**config.mk**
```make
export PLATFORM = sky130hd
export DESIGN_NAME = mem_fetch_ctrl_flat
export DESIGN_NICKNAME = d
export VERILOG_FILES = /design/src/rtl/mem_fetch_pkg.sv /design/src/rtl/mem_fetch_if.sv /design/src/rtl/mem_fetch_credit.sv /design/src/rtl/mem_fetch_ctrl.sv /design/src/flat_wrapper.sv
export SDC_FILE = /design/constraint.sdc
export NUM_CORES = 1
export LEC_CHECK = 0
export BUFFER_PORTS_ARGS = -buffer_cell sky130_fd_sc_hd__buf_4
export CAP_MARGIN = 10
export CORE_MARGIN = 2
export CORE_UTILIZATION = 40
export DETAILED_ROUTE_END_ITERATION = 10
export PLACE_DENSITY = 0.67
export SETUP_SLACK_MARGIN = 0.3
export SLEW_MARGIN = 25
export SYNTH_ARGS = -nofsm -noshare
export SYNTH_HDL_FRONTEND = slang
export SYNTH_SLANG_ARGS = --single-unit
```
**constraint.sdc**
```tcl
create_clock -name clk -period 2.95 [get_ports clk]
set_clock_uncertainty 0.15 [all_clocks]
set_input_delay 0.1475 -clock clk [delete_from_list [all_inputs] [get_ports clk]]
set_output_delay 0.1475 -clock clk [all_outputs]
set_load 0.1 [all_outputs]
```
**src/rtl/mem_fetch_pkg.sv**
```systemverilog
// Shared definitions for the memory fetch engine: FSM states and default widths.
// The optional checksum output is enabled by defining MEM_FETCH_CHKSUM_EN.
package mem_fetch_pkg;

  localparam int DATA_WIDTH  = 32;
  localparam int ADDR_WIDTH  = 16;
  localparam int FIFO_DEPTH  = 16;
  localparam int MEM_LATENCY = 2;

  typedef enum logic [1:0] {
    IDLE  = 2'd0,
    FETCH = 2'd1,
    DRAIN = 2'd2
  } state_t;

endpackage

```
**src/rtl/mem_fetch_if.sv**
```systemverilog
// Command, memory-read and FIFO-write signals of the fetch engine.
// With MEM_FETCH_CHKSUM_EN defined the interface also carries chksum.
//
// Handshake semantics: start is a one-cycle command strobe taken only while
// busy is low. mem_req is a fire-and-forget read strobe (no ready); its data
// is valid exactly MEM_LATENCY cycles later. fifo_wr_en is a push with no
// back-pressure: the engine's credit counter guarantees the FIFO has room.
// fifo_pop is the downstream read enable and returns one credit when the
// FIFO is not empty.
interface mem_fetch_if #(
  parameter int DW = mem_fetch_pkg::DATA_WIDTH,
  parameter int AW = mem_fetch_pkg::ADDR_WIDTH
);
  logic          start;
  logic [AW-1:0] base_addr;
  logic [AW-1:0] length;
  logic          abort;
  logic          busy;
  logic          done;
  logic          mem_req;
  logic [AW-1:0] mem_addr;
  logic [DW-1:0] mem_rdata;
  logic          fifo_wr_en;
  logic [DW-1:0] fifo_wr_data;
  logic          fifo_pop;
`ifdef MEM_FETCH_CHKSUM_EN
  logic [DW-1:0] chksum;

  modport slave (
    input  start, base_addr, length, abort, mem_rdata, fifo_pop,
    output busy, done, mem_req, mem_addr, fifo_wr_en, fifo_wr_data, chksum
  );
  modport master (
    output start, base_addr, length, abort, mem_rdata, fifo_pop,
    input  busy, done, mem_req, mem_addr, fifo_wr_en, fifo_wr_data, chksum
  );
`else
  modport slave (
    input  start, base_addr, length, abort, mem_rdata, fifo_pop,
    output busy, done, mem_req, mem_addr, fifo_wr_en, fifo_wr_data
  );
  modport master (
    output start, base_addr, length, abort, mem_rdata, fifo_pop,
    input  busy, done, mem_req, mem_addr, fifo_wr_en, fifo_wr_data
  );
`endif
endinterface

```
**src/rtl/mem_fetch_credit.sv**
```systemverilog
// FIFO occupancy and in-flight read counters. A new read may be issued only
// while occupancy + in_flight is below the FIFO depth, so every outstanding
// read already owns a FIFO slot when its data returns.
module mem_fetch_credit
  import mem_fetch_pkg::*;
#(
  parameter int FIFO_DEPTH = mem_fetch_pkg::FIFO_DEPTH
) (
  input  logic                          clk,
  input  logic                          rst,
  input  logic                          issue_i,
  input  logic                          push_i,
  input  logic                          pop_i,
  output logic                          credit_ok_o,
  output logic [$clog2(FIFO_DEPTH):0]   in_flight_o
);
  localparam int CW = $clog2(FIFO_DEPTH) + 1;

  logic [CW-1:0] occ_q, occ_d;
  logic [CW-1:0] infl_q, infl_d;
  logic          pop_eff;
  logic [CW:0]   total;

  // Next counter values; a pop on an empty FIFO returns no credit.
  always_comb begin
    pop_eff = pop_i && (occ_q != '0);
    occ_d   = occ_q;
    infl_d  = infl_q;
    if (push_i && !pop_eff)      occ_d = occ_q + CW'(1);
    else if (!push_i && pop_eff) occ_d = occ_q - CW'(1);
    if (issue_i && !push_i)      infl_d = infl_q + CW'(1);
    else if (!issue_i && push_i) infl_d = infl_q - CW'(1);
    total = {1'b0, occ_q} + {1'b0, infl_q};
  end

  // Counter registers.
  always_ff @(posedge clk) begin
    if (rst) begin
      occ_q  <= '0;
      infl_q <= '0;
    end else begin
      occ_q  <= occ_d;
      infl_q <= infl_d;
    end
  end

  assign credit_ok_o = (total < (CW+1)'(FIFO_DEPTH));
  assign in_flight_o = infl_q;

endmodule

```
**src/rtl/mem_fetch_ctrl.sv**
```systemverilog
// Memory fetch engine: reads a contiguous block from a fixed-latency memory
// and pushes each word into the downstream FIFO, throttled by local credit.
// Defining MEM_FETCH_CHKSUM_EN adds an XOR checksum of all pushed words.
module mem_fetch_ctrl
  import mem_fetch_pkg::*;
#(
  parameter int DATA_WIDTH  = mem_fetch_pkg::DATA_WIDTH,
  parameter int ADDR_WIDTH  = mem_fetch_pkg::ADDR_WIDTH,
  parameter int FIFO_DEPTH  = mem_fetch_pkg::FIFO_DEPTH,
  parameter int MEM_LATENCY = mem_fetch_pkg::MEM_LATENCY
) (
  input  logic        clk,
  input  logic        rst,
  mem_fetch_if.slave  bus,
  output state_t      state_dbg_o
);
  localparam int CW = $clog2(FIFO_DEPTH) + 1;

  state_t                  state_q, state_d;
  logic [ADDR_WIDTH-1:0]   addr_q, addr_d;
  logic [ADDR_WIDTH-1:0]   remain_q, remain_d;
  logic                    done_q, done_d;
  logic                    issue;
  logic                    credit_ok;
  logic                    drain_empty;
  logic [CW-1:0]           in_flight;
  logic [MEM_LATENCY-1:0]  vld_q, vld_d;
  logic                    wr_en_q;
  logic [DATA_WIDTH-1:0]   wr_data_q;

  mem_fetch_credit #(
    .FIFO_DEPTH (FIFO_DEPTH)
  ) u_credit (
    .clk         (clk),
    .rst         (rst),
    .issue_i     (issue),
    .push_i      (wr_en_q),
    .pop_i       (bus.fifo_pop),
    .credit_ok_o (credit_ok),
    .in_flight_o (in_flight)
  );

  // Nothing is issued in DRAIN, so the block is empty once the read that is
  // being pushed this cycle (if any) was the last one outstanding.
  assign drain_empty = (in_flight == '0) || ((in_flight == CW'(1)) && wr_en_q);

  // Next-state, address/count and issue decode.
  always_comb begin
    state_d  = state_q;
    addr_d   = addr_q;
    remain_d = remain_q;
    done_d   = 1'b0;
    issue    = 1'b0;
    case (state_q)
      IDLE: begin
        if (bus.start) begin
          if (bus.length == '0) begin
            done_d = 1'b1;
          end else begin
            addr_d   = bus.base_addr;
            remain_d = bus.length;
            state_d  = FETCH;
          end
        end
      end
      FETCH: begin
        if (bus.abort) begin
          state_d = DRAIN;
        end else if (credit_ok) begin
          issue    = 1'b1;
          addr_d   = addr_q + ADDR_WIDTH'(1);
          remain_d = remain_q - ADDR_WIDTH'(1);
          if (remain_q == ADDR_WIDTH'(1)) state_d = DRAIN;
        end
      end
      DRAIN: begin
        if (drain_empty) begin
          state_d = IDLE;
          done_d  = 1'b1;
        end
      end
      default: state_d = IDLE;
    endcase
  end

  // Request-valid pipeline: bit i set means a read issued i+1 cycles ago.
  always_comb begin
    vld_d    = '0;
    vld_d[0] = issue;
    for (int i = 1; i < MEM_LATENCY; i++) vld_d[i] = vld_q[i-1];
  end

  // State, address, return pipeline and registered FIFO push.
  always_ff @(posedge clk) begin
    if (rst) begin
      state_q   <= IDLE;
      addr_q    <= '0;
      remain_q  <= '0;
      done_q    <= 1'b0;
      vld_q     <= '0;
      wr_en_q   <= 1'b0;
      wr_data_q <= '0;
    end else begin
      state_q  <= state_d;
      addr_q   <= addr_d;
      remain_q <= remain_d;
      done_q   <= done_d;
      vld_q    <= vld_d;
      wr_en_q  <= vld_q[MEM_LATENCY-1];
      if (vld_q[MEM_LATENCY-1]) wr_data_q <= bus.mem_rdata;
    end
  end

`ifdef MEM_FETCH_CHKSUM_EN
  logic [DATA_WIDTH-1:0] chksum_q;

  // Checksum restarts on an accepted command and folds in every pushed word.
  always_ff @(posedge clk) begin
    if (rst)                             chksum_q <= '0;
    else if (state_q == IDLE && bus.start) chksum_q <= '0;
    else if (wr_en_q)                    chksum_q <= chksum_q ^ wr_data_q;
  end

  assign bus.chksum = chksum_q;
`endif

  assign bus.busy         = (state_q != IDLE);
  assign bus.done         = done_q;
  assign bus.mem_req      = issue;
  assign bus.mem_addr     = addr_q;
  assign bus.fifo_wr_en   = wr_en_q;
  assign bus.fifo_wr_data = wr_data_q;
  assign state_dbg_o      = state_q;

endmodule
```
**src/flat_wrapper.sv**
```systemverilog
// flat-port wrapper written by rule: the top's interface ports become plain ports
module mem_fetch_ctrl_flat import mem_fetch_pkg::*;
#(
  parameter int DATA_WIDTH  = mem_fetch_pkg::DATA_WIDTH,
  parameter int ADDR_WIDTH  = mem_fetch_pkg::ADDR_WIDTH,
  parameter int FIFO_DEPTH  = mem_fetch_pkg::FIFO_DEPTH,
  parameter int MEM_LATENCY = mem_fetch_pkg::MEM_LATENCY
)
  (clk, rst, state_dbg_o, bus_start, bus_base_addr, bus_length, bus_abort, bus_mem_rdata, bus_fifo_pop, bus_busy, bus_done, bus_mem_req, bus_mem_addr, bus_fifo_wr_en, bus_fifo_wr_data);
  mem_fetch_if bus_i ();
  input  logic clk;
  input  logic rst;
  output state_t state_dbg_o;
  input wire logic [$bits(bus_i.start)-1:0] bus_start;
  input wire logic [$bits(bus_i.base_addr)-1:0] bus_base_addr;
  input wire logic [$bits(bus_i.length)-1:0] bus_length;
  input wire logic [$bits(bus_i.abort)-1:0] bus_abort;
  input wire logic [$bits(bus_i.mem_rdata)-1:0] bus_mem_rdata;
  input wire logic [$bits(bus_i.fifo_pop)-1:0] bus_fifo_pop;
  output wire logic [$bits(bus_i.busy)-1:0] bus_busy;
  output wire logic [$bits(bus_i.done)-1:0] bus_done;
  output wire logic [$bits(bus_i.mem_req)-1:0] bus_mem_req;
  output wire logic [$bits(bus_i.mem_addr)-1:0] bus_mem_addr;
  output wire logic [$bits(bus_i.fifo_wr_en)-1:0] bus_fifo_wr_en;
  output wire logic [$bits(bus_i.fifo_wr_data)-1:0] bus_fifo_wr_data;
  assign bus_i.start = bus_start;
  assign bus_i.base_addr = bus_base_addr;
  assign bus_i.length = bus_length;
  assign bus_i.abort = bus_abort;
  assign bus_i.mem_rdata = bus_mem_rdata;
  assign bus_i.fifo_pop = bus_fifo_pop;
  assign bus_busy = bus_i.busy;
  assign bus_done = bus_i.done;
  assign bus_mem_req = bus_i.mem_req;
  assign bus_mem_addr = bus_i.mem_addr;
  assign bus_fifo_wr_en = bus_i.fifo_wr_en;
  assign bus_fifo_wr_data = bus_i.fifo_wr_data;
  mem_fetch_ctrl #(.DATA_WIDTH(DATA_WIDTH), .ADDR_WIDTH(ADDR_WIDTH), .FIFO_DEPTH(FIFO_DEPTH), .MEM_LATENCY(MEM_LATENCY)) u_core (.clk(clk), .rst(rst), .bus(bus_i), .state_dbg_o(state_dbg_o));
endmodule
```
==> flow_summary.json <==
{
  "grt_max_degree": 57,
  "period_needed_ps": 2814,
  "powerDensity_nw_per_um2": 589.8,
  "die_area_sq_um": 11430,
  "synth_edf_count": 0,
  "gp_congestion": 0.8782,
  "slowest_delay_ps": 530,
  "grt_pass1_vias": 4421,
  "synth_area_leaders": "dfxtp_1 38%, mux2i_1 8.3%, nor2_1 6.4%",
  "viasPerCell": 5.641,
  "ys_seq_area_share_pct": 37.81,
  "layout-drive-gt1-share_pct": 28.46,
  "grt_pass1_wl_microns": 21820,
  "antenna_found_initial": 0,
  "critical_path_required_ps": 3060,
  "grt_overflow": 0,
  "num_antenna_cells": 0,
  "p_leak_nw": 2.430,
  "vias": 4473,
  "cp_top_family": "simple AND/OR/NAND/NOR gates",
  "final_common_cell": "buf_4",
  "nets": 739,
  "path_buf_inv": 1,
  "clk_latency_ps": 360,
  "synth_top_cell_by_area": "dfxtp_1",
  "routedWlPerCell_microns": 16.82,
  "fmax_ghz": 0.3553,
  "ir_worst_vdd_v": 0.0004343,
  "netlist_area_sq_um": 4235,
  "areaGrowthSynthToFinish_pct": 42.16,
  "synthArstFlopShare_pct": 0,
  "end_kind": "flip-flop",
  "relSlewSlack_pct": 32.59,
  "die_h_microns": 106.9,
  "io-pin-count": 123,
  "first_pass_iters": 5,
  "portBuffers": 122,
  "yosysWarnings": 0,
  "status": "finished, final reports clean",
  "crit_path_cell_trace": "or4_4 -> o21ai_2 -> ha_2 -> inv_2 -> ha_4 -> nor2b_4 -> o21a_1 -> or3_1 -> a21oi_2 -> mux2_2",
  "fp.dieW_microns": 106.9,
  "cts_tree": "yes",
  "avgSynthCellArea_sq_um": 8.539,
  "ant_nets": 0,
  "path_class": "flip-flop to flip-flop",
  "slew_violations": 0,
  "clk_pin_slew_worst_paths_ps": 100,
  "cts_root_buffer": "clkbuf_8",
  "rows": 37,
  "pre_cts_ws_ps": 48.27,
  "drtIter0Drc": 317,
  "syn_inst": 496,
  "ys_types": 61,
  "cp.arrival_ps": 2920,
  "cp_slowest_cell": "or4_4",
  "drc": 0,
  "setup_violations": 0,
  "synth_top_area_share_pct": 37.81,
  "cts.htree.levels": 3,
  "grt_usage_pct": 23.63,
  "drt_wl_total_microns": 13340,
  "tightest_slew_ps": 1011,
  "path_max_fanout": 4,
  "min_period_over_period_pct": 95.40,
  "ys_seq_elements": 80,
  "start_util_pct": 41.03,
  "cts.sinks": 80,
  "final_util_pct": 58.32,
  "synth_flop_cell": "dfxtp_1",
  "fill_cells": 908,
  "clockBufferDepth": 2,
  "cts_buffers": 9,
  "startpoint_type": "flip-flop",
  "setup_slack_ps": 135.7,
  "final_cell_mix": "137 x buf_4, 72 x nor2_1, 72 x dfxtp_1, 44 x dlygate4sd3_1",
  "hpwl_microns": 8721,
  "hold_class": "input pin to flip-flop",
  "tns_ps": 0,
  "hold_viol_final": 0,
  "synth_nets": 582,
  "cap_violations": 0,
  "fp.coreArea_sq_um": 10320,
  "rsz0062_at_grt": "yes"
}
==> cell families after synthesis <==
kind of cell | share of synthesized area, %
DFF | 37.81
xor gates and xnor gates | 1.241
adders and majority gates | 5.199
and+or+nand+nor | 21.06
muxes | 8.538
AOI/OAI and AO/OA | 21.57
buffers and inverters | 4.579
==> final cells by class <==
type                    count  area, sq um  share of cell area (%)
multi-input cells         369         2515                   41.77
flip-flops and latches     80         1619                   26.89
repair buffers            181         1469                   24.40
well taps                 136        170.2                   2.826
clock buffers              10        137.6                   2.286
clock inverters             5        65.06                   1.081
inverters                  12        45.04                  0.7481
==> registers in the layout (all words and copies together), names as in the netlist <==
name / flops
u_core.bus.fifo_wr_en: 1
u_core.vld_q: 2
u_core.bus.mem_addr: 16
u_core.state_dbg_o: 2
u_core.remain_q: 16
u_core.bus.done: 1
u_core.u_credit.occ_q: 5
u_core.bus.fifo_wr_data: 32
u_core.u_credit.in_flight_o: 5
==> cells in the mapped netlist, types with 4 or more instances <==
master	number
or3_1	9
mux2i_1	35
a21oi_1	37
o31ai_1	10
nor4_1	11
o32ai_1	7
nor3_1	18
dfxtp_1	80
o311ai_0	9
a211oi_1	7
a22oi_1	5
a31oi_1	11
o21ai_0	16
a22o_1	4
nand3_1	10
inv_1	12
clkbuf_1	25
buf_1	5
nand2_1	23
nor2b_1	8
nor2_1	72
ha_1	16
nand4_1	6
==> worst reg2reg max path, delay by kind of cell, from the launching register on <==
kind	cells	cell delay (ps)
AOI/OAI and AO/OA	3	430
adders and majority gates	2	420
buffers and inverters	1	60
DFF	1	350
muxes	1	330
and+or+nand+nor	3	980
==> per-layer routing <==
layer / vias to the layer above / GRT usage, % / share of wire, %
li1: 2151 / - / -
met1: 2148 / 29.68 / 43
met2: 156 / 41.45 / 50
met3: 18 / 3.951 / 5.3
met4: 0 / 7.050 / 1.6
met5: - / 0 / 0
==> where the power goes <==
| part | switching [mW] | internal (mW) | total [mW] |
|---|---|---|---|
| logic | 0.829 | 0.535 | 1.36 |
| registers | 0.147 | 1.19 | 1.33 |
| clock network | 0.433 | 0.419 | 0.852 |
| total | 1.41 | 2.14 | 3.55 |
==> path summary, 6_finish.rpt <==
kind / startpoint / end / slack, ps / depth (start not counted)
setup / recovery: u_core.u_credit.occ_q[4]$_SDFFE_PP0P_ / u_core.u_credit.occ_q[4]$_SDFFE_PP0P_ / 140 / 10
hold reg to reg: u_core.vld_q[0]$_SDFF_PP0_ / u_core.vld_q[1]$_SDFF_PP0_ / 300 / 1
setup reg to reg: u_core.u_credit.occ_q[4]$_SDFFE_PP0P_ / u_core.u_credit.occ_q[4]$_SDFFE_PP0P_ / 140 / 10
hold / removal: bus_length[12] / u_core.remain_q[12]$_SDFFE_PP0P_ / 20 / 3
==> timing repair <==
| action | in CTS | in global routing |
|---|---|---|
| setup endpoints to repair | 2 | 2 |
| gates cloned | 0 | 0 |
| pin swaps | 3 | 3 |
| hold endpoints to repair | 44 | 0 |
| buffers inserted | 2 | 2 |
| resized for setup | 2 | 7 |
| hold buffers | 44 | 0 |
==> stage by stage <==
stage / std cells / total power [mW] / hold WS (ps) / cell area (sq um)
after floorplan: 496 / 2.286 / 144.8 / 4320
after global placement: 730 / 2.589 / 234.6 / 5321
after detailed placement: 730 / 2.623 / 245.5 / 5321
after CTS: 791 / 3.526 / 2.755 / 5987
after global routing: 793 / 3.747 / 19.88 / 6021
final: 793 / 3.551 / 15.54 / 6021
Note: power is estimated with default switching activity, not from simulation.
